$ cat src/rtl/serial_subtractor_if.sv
// Handshake and operand/result bundle for the bit-serial subtractor.
// The controller side uses the master modport, the subtractor the slave modport.
interface serial_subtractor_if #(
  parameter int WIDTH = 8
);
  logic             start;
  logic [WIDTH-1:0] a;
  logic [WIDTH-1:0] b;
  logic             borrow_in;
  logic             busy;
  logic             done;
  logic [WIDTH-1:0] diff;
  logic             borrow_out;
  logic             overflow;

  modport master (
    output start, a, b, borrow_in,
    input  busy, done, diff, borrow_out, overflow
  );

  modport slave (
    input  start, a, b, borrow_in,
    output busy, done, diff, borrow_out, overflow
  );
endinterface

$ cat src/rtl/serial_subtractor.sv
// Bit-serial two's-complement subtractor: diff = a - b - borrow_in, LSB first,
// one full-subtractor cell plus a borrow flop, with a start/busy/done handshake.
module serial_subtractor #(
  parameter int WIDTH = 8
) (
  input  logic               clk,
  input  logic               rst_n,
  serial_subtractor_if.slave bus
);

  localparam int               CNT_W    = (WIDTH > 2) ? $clog2(WIDTH) : 1;
  localparam logic [CNT_W-1:0] LAST_BIT = CNT_W'(WIDTH - 1);

  typedef enum logic [1:0] {
    IDLE = 2'd0,
    RUN  = 2'd1,
    DONE = 2'd2
  } state_t;

  state_t           state_q,      state_d;
  logic [CNT_W-1:0] cnt_q,        cnt_d;
  logic [WIDTH-1:0] a_sr_q,       a_sr_d;
  logic [WIDTH-1:0] b_sr_q,       b_sr_d;
  logic [WIDTH-1:0] work_q,       work_d;
  logic             br_q,         br_d;
  logic             busy_q,       busy_d;
  logic             done_q,       done_d;
  logic [WIDTH-1:0] diff_q,       diff_d;
  logic             borrow_out_q, borrow_out_d;
  logic             overflow_q,   overflow_d;

  logic             d_bit;
  logic             br_next;
  logic [WIDTH-1:0] work_shift;

  // Full-subtractor cell: returns {borrow_out, difference}.
  function automatic logic [1:0] full_sub(input logic x, input logic y, input logic bi);
    logic bo;
    logic d;
    d  = x ^ y ^ bi;
    bo = (~x & y) | (~(x ^ y) & bi);
    return {bo, d};
  endfunction

  always_comb begin
    {br_next, d_bit} = full_sub(a_sr_q[0], b_sr_q[0], br_q);
    work_shift       = {d_bit, work_q[WIDTH-1:1]};
  end

  always_comb begin
    state_d      = state_q;
    cnt_d        = cnt_q;
    a_sr_d       = a_sr_q;
    b_sr_d       = b_sr_q;
    work_d       = work_q;
    br_d         = br_q;
    busy_d       = busy_q;
    done_d       = 1'b0;
    diff_d       = diff_q;
    borrow_out_d = borrow_out_q;
    overflow_d   = overflow_q;

    unique case (state_q)
      IDLE, DONE: begin
        if (bus.start) begin
          state_d = RUN;
          a_sr_d  = bus.a;
          b_sr_d  = bus.b;
          br_d    = bus.borrow_in;
          work_d  = '0;
          cnt_d   = '0;
          busy_d  = 1'b1;
        end else begin
          state_d = IDLE;
        end
      end

      RUN: begin
        a_sr_d = a_sr_q >> 1;
        b_sr_d = b_sr_q >> 1;
        br_d   = br_next;
        work_d = work_shift;
        if (cnt_q == LAST_BIT) begin
          // Last bit: br_q is the borrow into the MSB, br_next the borrow out.
          state_d      = DONE;
          busy_d       = 1'b0;
          done_d       = 1'b1;
          diff_d       = work_shift;
          borrow_out_d = br_next;
          overflow_d   = br_q ^ br_next;
        end else begin
          cnt_d = cnt_q + CNT_W'(1);
        end
      end

      default: begin
        state_d = IDLE;
        busy_d  = 1'b0;
      end
    endcase
  end

  always_ff @(posedge clk or negedge rst_n) begin
    if (!rst_n) begin
      state_q      <= IDLE;
      cnt_q        <= '0;
      a_sr_q       <= '0;
      b_sr_q       <= '0;
      work_q       <= '0;
      br_q         <= 1'b0;
      busy_q       <= 1'b0;
      done_q       <= 1'b0;
      diff_q       <= '0;
      borrow_out_q <= 1'b0;
      overflow_q   <= 1'b0;
    end else begin
      state_q      <= state_d;
      cnt_q        <= cnt_d;
      a_sr_q       <= a_sr_d;
      b_sr_q       <= b_sr_d;
      work_q       <= work_d;
      br_q         <= br_d;
      busy_q       <= busy_d;
      done_q       <= done_d;
      diff_q       <= diff_d;
      borrow_out_q <= borrow_out_d;
      overflow_q   <= overflow_d;
    end
  end

  assign bus.busy       = busy_q;
  assign bus.done       = done_q;
  assign bus.diff       = diff_q;
  assign bus.borrow_out = borrow_out_q;
  assign bus.overflow   = overflow_q;

endmodule

$ cat src/flat_wrapper.sv
// flat-port wrapper written by rule: the top's interface ports become plain ports
module serial_subtractor_flat 
#(
  parameter int WIDTH = 8
)
  (clk, rst_n, bus_start, bus_a, bus_b, bus_borrow_in, bus_busy, bus_done, bus_diff, bus_borrow_out, bus_overflow);
  serial_subtractor_if #(.WIDTH(WIDTH)) bus_i ();
  input  logic clk;
  input  logic rst_n;
  input wire logic [$bits(bus_i.start)-1:0] bus_start;
  input wire logic [$bits(bus_i.a)-1:0] bus_a;
  input wire logic [$bits(bus_i.b)-1:0] bus_b;
  input wire logic [$bits(bus_i.borrow_in)-1:0] bus_borrow_in;
  output wire logic [$bits(bus_i.busy)-1:0] bus_busy;
  output wire logic [$bits(bus_i.done)-1:0] bus_done;
  output wire logic [$bits(bus_i.diff)-1:0] bus_diff;
  output wire logic [$bits(bus_i.borrow_out)-1:0] bus_borrow_out;
  output wire logic [$bits(bus_i.overflow)-1:0] bus_overflow;
  assign bus_i.start = bus_start;
  assign bus_i.a = bus_a;
  assign bus_i.b = bus_b;
  assign bus_i.borrow_in = bus_borrow_in;
  assign bus_busy = bus_i.busy;
  assign bus_done = bus_i.done;
  assign bus_diff = bus_i.diff;
  assign bus_borrow_out = bus_i.borrow_out;
  assign bus_overflow = bus_i.overflow;
  serial_subtractor #(.WIDTH(WIDTH)) u_core (.clk(clk), .rst_n(rst_n), .bus(bus_i));
endmodule
$ cat config.mk
export PLATFORM = sky130hd
export DESIGN_NAME = serial_subtractor_flat
export DESIGN_NICKNAME = d
export VERILOG_FILES = /design/src/rtl/serial_subtractor_if.sv /design/src/rtl/serial_subtractor.sv /design/src/flat_wrapper.sv
export SDC_FILE = /design/constraint.sdc
export NUM_CORES = 1
export LEC_CHECK = 0
export CORE_MARGIN = 8
export CORE_UTILIZATION = 55
export CTS_BUF_LIST = sky130_fd_sc_hd__clkbuf_8
export CTS_CLUSTER_SIZE = 25
export DETAILED_ROUTE_END_ITERATION = 16
export PLACE_DENSITY = 0.84
export SLEW_MARGIN = 40
export SYNTH_ARGS = -nofsm -noshare
export SYNTH_HDL_FRONTEND = slang
export SYNTH_SLANG_ARGS = --single-unit
$ cat constraint.sdc
create_clock -name clk -period 1.6 [get_ports clk]
set_clock_uncertainty 0.05 [all_clocks]
set_input_delay 0.4 -clock clk [delete_from_list [all_inputs] [get_ports clk]]
set_output_delay 0.4 -clock clk [all_outputs]
set_load 0.1 [all_outputs]
==> results of run 1 <==
## flip-flops by register name, indices dropped and copies added (netlist names)
name	cells
u_core.bus.diff	8
u_core.a_sr_q	8
u_core.work_q	7
u_core.b_sr_q	8
u_core.bus.busy	1
u_core.bus.overflow	1
u_core.bus.done	1
u_core.state_q	2
u_core.cnt_q	3
u_core.br_q	1
u_core.bus.borrow_out	1
## where the power goes
| group | leakage [nW] | internal, mW | switching, mW |
|---|---|---|---|
| Combinational | 0.623 | 1.46 | 1.73 |
| Sequential | 0.509 | 1.50 | 0.460 |
| Clock | 0.0481 | 0.309 | 0.379 |
| Total | 1.18 | 3.28 | 2.57 |
## cells in the mapped netlist (2+ instances only)
library cell and number:
mux2_4 6, dfrtp_1 41, a22o_1 8, buf_6 3, ha_1 2, nor2b_1 15, nand3_1 4, mux2_2 11
o211ai_1 2, a21oi_1 15, inv_1 4, o21ai_0 5, nand2_1 7, mux2i_1 16, buf_4 3, a211oi_1 15
xor2_1 2, nor2_2 2, buf_2 4
## cells by family after synthesis
logic type / count (synthesis)
buffers and inverters: 17
adder cells (fa/ha/maj): 3
multiplexers: 33
AND/OR/NAND/NOR: 30
flip-flops: 41
AO/OA/AOI/OAI: 45
XOR/XNOR: 2
## metrics by stage
| step | cell area, um^2 | util |
|---|---|---|
| 6_report | 2680 | 0.738 |
| 5_1_grt | 2680 | 0.738 |
| 4_1_cts | 2650 | 0.729 |
| 3_5_place_dp | 2530 | 0.697 |
| 3_3_place_gp | 2530 | 0.697 |
| 2_1_floorplan | 2050 | - |
## area by class of cell
| class | instances | area, um^2 |
|---|---|---|
| multi-input cells | 114 | 930 |
| fillers | 251 | 951 |
| repair buffers | 47 | 561 |
| clock inverters | 3 | 22.5 |
| inverters | 4 | 15.0 |
| well taps | 48 | 60.1 |
| clock buffers | 5 | 68.8 |
| flip-flops and latches | 41 | 1030 |
## worst max-delay path: cells and delay by family (launching register included)
kind / cells / cell delay [ps]
buffers and inverters: 1 / 60
AOI/OAI and AO/OA: 1 / 180
adders and majority gates: 1 / 500
muxes: 1 / 270
DFF: 1 / 400
## routing by layer
layer | vias up | share of wire | track usage
li1 | 698 | - | -
met1 | 744 | 0.41 | 0.157
met2 | 37 | 0.52 | 0.287
met3 | 5 | 0.052 | 0.0559
met4 | 0 | 0.013 | 0.0509
met5 | - | 0 | 0
## final timing paths
path,endpoint
max,u_core.work_q[7]$_DFFE_PN0P_
min,u_core.work_q[1]$_DFFE_PN0P_
max reg2reg,u_core.work_q[7]$_DFFE_PN0P_
min reg2reg,u_core.work_q[1]$_DFFE_PN0P_
max in group asynchronous,u_core.b_sr_q[3]$_DFFE_PN0P_
min in group asynchronous,u_core.bus.diff[3]$_DFFE_PN0P_
## timing repair
| item | 4_1_cts | 5_1_grt |
|---|---|---|
| setup buffers | 2 | 2 |
| resized for setup | 0 | 3 |
| hold buffers | 1 | 0 |
| endpoints found under the setup margin | 2 | 9 |
| gates cloned | 0 | 1 |
| endpoints found under the hold margin | 2 | 0 |
| pin swaps | 0 | 1 |
==> flow_summary.ini, run 1 <==
[critical_path]
reg2reg_slack_ps = 20
worst_r2r_startpoint = u_core.br_q$_DFFE_PN0P_
worstPathCellList = inv_2, fa_1, mux2_2, a22o_1
r2r_cells = 4
crit_path_start = u_core.br_q$_DFFE_PN0P_
crit_type = flip-flop to flip-flop
cp.required_ps = 1750
critPathSlowestCell = fa_1
critPathMaxStageDelay_ps = 500
cp-end-kind = flip-flop
worstPathArrival_ps = 1720
cp_max_fo = 3
cp-start-kind = flip-flop

[clocking]
cts_tree = built
root_buffer = clkbuf_8
cts_buffers = 5
cts.sinks = 41
clk_path_buf_depth = 2
htreeDepth = 2
cts.clk_slew.worst_paths_ps = 90
clock_latency_ps = 300

[timing]
fin_ws_ps = 23.1
tns_ps = 0
finalHoldViolations = 0
min_period_ps = 1580
setup_viol = 0
post-route-period-util = 0.986
max-slew-margin-rel = 0.675
maxSlewViolCount = 0
whs_ps = 495
max_freq_mhz = 634
worst_slew_pin_slew_ps = 487

[finish]
mostFrequentLayoutCells = dfrtp_1, clkdlybuf4s50_1, mux2i_1
nets = 236
n_antenna_cell = 0
synthToLayoutAreaGrowth_pct = 30.8
drive_gt1_frac = 0.276
final_common_cell = dfrtp_1
stdcell_count = 262

[route]
dr.pass1.iters = 5
drt_iter0_drc = 119
wl_per_cell_um = 17.2
drtAntennaViolNets = 0
drc = 0
viasPerCell = 5.66
num_vias = 1484
routed_wl_mm = 4.52

[global_route]
grtUsageTotal = 0.155
grt_pass1_vias = 1617
gr-total-overflow = 0
grt_start_max_net_pins = 34
grt_pass1_wl_mm = 7.53
antenna_found_initial = 0

[placed_design]
place_inst = 248
place.gp.congestion = 0.738
io_buffers = 31
dp_slack_ps = -224
hpwl_mm = 3.21

[yosys]
async_flop_share = 1.00
synth.area.mux_share = 0.182
synthesis.area_um2 = 2050
synth_cells = 171
yosysSeqAreaShare = 0.500
synth_edf_count = 0
synth-simple-area-share = 0.0860
synth_top_family_by_area = multiplexers
yosys-top-cells-area = dfrtp_1, mux2i_1, mux2_2, a211oi_1, nor2b_1
synth_area_leader_cell = dfrtp_1
synth_top_area_frac = 0.500
synthXorXnorAreaFrac = 0.00854
syn_avg_cell_area_um2 = 12.0
synthAdderAreaFrac = 0.0220
synth-main-ff-cell = dfrtp_1
synth-warning-count = 0
syn_nets = 194
synth_compound_area_frac = 0.145
synth-seq-cells = 41
ys_types = 25

[die]
ios = 32
rows = 22
die_x_um = 77.1
core_um2 = 3630
die-area_um2 = 5940
initial_core_util = 0.564
fp.dieH_um = 77.1

[min_path]
hold-path-cell-count = 1
min_from = u_core.work_q[1]$_DFFE_PN0P_
hold_path.class = flip-flop to flip-flop

[power]
power_mw = 5.85
p_per_area_nw_per_um2 = 2180
peakVddDrop_mv = 1.12
leakagePower_nw = 1.18

[outcome]
status = finished clean

[flow_run]
cap_violations = 0
(Power assumes the default switching activity.)
==> run 2, diff against run 1 <==
--- a/config.mk
+++ b/config.mk
@@ -7,7 +7,7 @@
 export LEC_CHECK = 0
 export CORE_MARGIN = 8
 export CORE_UTILIZATION = 55
-export CTS_BUF_LIST = sky130_fd_sc_hd__clkbuf_8
+export CTS_BUF_LIST = sky130_fd_sc_hd__clkbuf_4 sky130_fd_sc_hd__clkbuf_8
 export CTS_CLUSTER_SIZE = 25
 export DETAILED_ROUTE_END_ITERATION = 16
 export PLACE_DENSITY = 0.84
==> results of run 2 <==
The final DEF is identical to that of run 1; final timing and power are the same.
==> run 3, diff against run 2 <==
--- a/config.mk
+++ b/config.mk
@@ -8,9 +8,10 @@
 export CORE_MARGIN = 8
 export CORE_UTILIZATION = 55
 export CTS_BUF_LIST = sky130_fd_sc_hd__clkbuf_4 sky130_fd_sc_hd__clkbuf_8
-export CTS_CLUSTER_SIZE = 25
+export CTS_CLUSTER_SIZE = 8
 export DETAILED_ROUTE_END_ITERATION = 16
 export PLACE_DENSITY = 0.84
+export SETUP_SLACK_MARGIN = 0.2
 export SLEW_MARGIN = 40
 export SYNTH_ARGS = -nofsm -noshare
 export SYNTH_HDL_FRONTEND = slang
==> run 3 against run 2 <==
Effect of this change: power up 9.9%; via count is 2.6% higher; combinational power grew 8.5%; sequential power about the same; first-iteration DRC count fell by 30%; register-to-register slack improved by 50 ps; critical path depth unchanged; cell count grew 2.3%; worst hold slack better by 9.7 ps.
==> flow_summary.ini, run 3 (synthesis gave the netlist of run 1 again) <==
[finish]
num-fill-cells = 232
final_common_cell = dfrtp_1
mostFrequentLayoutCells = dfrtp_1, clkdlybuf4s50_1, mux2i_1, buf_4
nets = 242
multi_input_area_um2 = 982
stdcell_count = 268
n_antenna_cell = 0
regArea_um2 = 1030
synthToLayoutAreaGrowth_pct = 39.0
drive_gt1_frac = 0.332
final_core_util = 0.784

[power]
switching_share = 0.418
p_seq_frac = 0.308
leakagePower_nw = 1.27
power_frac_comb = 0.538
p_switching_mw = 2.69
p_clk_frac = 0.154
intPower_mw = 3.74
p_per_area_nw_per_um2 = 2250
peakVddDrop_mv = 0.999
power_mw = 6.42

[route]
routed_wl_mm = 4.98
drtAntennaViolNets = 0
num_vias = 1522
wl_per_cell_um = 18.6
drt_iter0_drc = 83
drc = 0
dr.pass1.iters = 6
viasPerCell = 5.68

[critical_path]
worstPathCellList = inv_2, fa_2, mux2_2, a22o_1
crit_path_start = u_core.br_q$_DFFE_PN0P_
cp_max_fo = 2
cp.buffers_inverters = 1
worst_r2r_startpoint = u_core.br_q$_DFFE_PN0P_
critPathSlowestCell = fa_2
reg2reg_slack_ps = 70
worstPathArrival_ps = 1680
r2r_cells = 4
cp-end-kind = flip-flop
critPathMaxStageDelay_ps = 460
cp_top_family = adder cells
cp.required_ps = 1750
crit_type = flip-flop to flip-flop
r2r-end = u_core.work_q[7]$_DFFE_PN0P_
cp-start-kind = flip-flop

[placed_design]
hpwl_mm = 3.18
place_inst = 249
io_buffers = 31
dp_slack_ps = -137
place.gp.congestion = 0.751

[min_path]
hold_end = u_core.work_q[1]$_DFFE_PN0P_
min_from = u_core.work_q[1]$_DFFE_PN0P_
hold-path-cell-count = 1
hold_path.class = flip-flop to flip-flop

[timing]
finalHoldViolations = 0
max-slew-margin-rel = 0.734
fin_ws_ps = 72.2
min_period_ps = 1530
post-route-period-util = 0.955
rsz0062_at_grt = yes
worst_slew_pin_slew_ps = 400
tns_ps = 0
maxSlewViolCount = 0
max_freq_mhz = 655
setup_viol = 0

[clocking]
clk_path_buf_depth = 2
cts.clk_slew.worst_paths_ps = 80
cts_buffers = 5
htreeDepth = 2
root_buffer = clkbuf_8
cts.sinks = 41
cts_tree = built
clock_latency_ps = 300

[die]
die_x_um = 77.1
rows = 22
die-area_um2 = 5940
core_um2 = 3630
ios = 32
initial_core_util = 0.564
fp.dieH_um = 77.1

[outcome]
status = finished clean

[global_route]
grt_pass1_wl_mm = 7.64
antenna_found_initial = 0
grt_start_max_net_pins = 26
grt_pass1_vias = 1567
grtUsageTotal = 0.158
gr-total-overflow = 0

[flow_run]
cap_violations = 0
## run 3: worst max path at each step
| stage | to | slack [ps] | depth (start not counted) |
|---|---|---|---|
| after floorplan | u_core.work_q[7]$_DFFE_PN0P_ | 140 | 4 |
| after global placement | u_core.b_sr_q[6]$_DFFE_PN0P_ | -50 | 5 |
| after detailed placement | u_core.b_sr_q[2]$_DFFE_PN0P_ | -140 | 5 |
| after CTS | u_core.bus.diff[7]$_DFFE_PN0P_ | 100 | 4 |
| after global routing | u_core.work_q[7]$_DFFE_PN0P_ | 30 | 4 |
| final | u_core.work_q[7]$_DFFE_PN0P_ | 70 | 4 |
## run 3: metal layers
metal,share of wire,GRT usage,routed length [um],vias up
li1,-,-,-,711
met1,0.41,0.181,2040,749
met2,0.51,0.271,2530,46
met3,0.047,0.0501,235,16
met4,0.034,0.0566,171,0
met5,0,0,0,-
## run 3: cell type report
class | count | area share
Inverter | 4 | 0.00527
Clock buffer | 5 | 0.0241
Clock inverter | 3 | 0.0228
Timing Repair Buffer | 53 | 0.222
Sequential cell | 41 | 0.360
Tap cell | 48 | 0.0211
Multi-Input combinational cell | 114 | 0.345
## run 3: metrics by stage
| step | area, um^2 | hold WS (ps) |
|---|---|---|
| 4_1_cts | 2740 | 496 |
| 2_1_floorplan | 2070 | 54.4 |
| 3_5_place_dp | 2550 | 302 |
| 5_1_grt | 2850 | 541 |
| 3_3_place_gp | 2550 | 294 |
| 6_report | 2850 | 504 |
## run 3: power by group through the flow
stage	clock (mW)	combinational, mW	sequential, mW
after global routing	1.04	3.66	2.05
final	0.990	3.46	1.98
after global placement	0	2.93	1.91
after floorplan	0	1.35	2.67
after CTS	1.00	3.22	1.94
after detailed placement	0	3.09	1.96
## run 3: what timing repair did
| item | in CTS | in global routing |
|---|---|---|
| hold endpoints to repair | 16 | 0 |
| setup buffers | 4 | 5 |
| gates resized for setup | 4 | 17 |
| setup endpoints to repair | 14 | 26 |
| gates cloned | 0 | 1 |
| hold buffers | 1 | 0 |
| pin swaps | 1 | 5 |
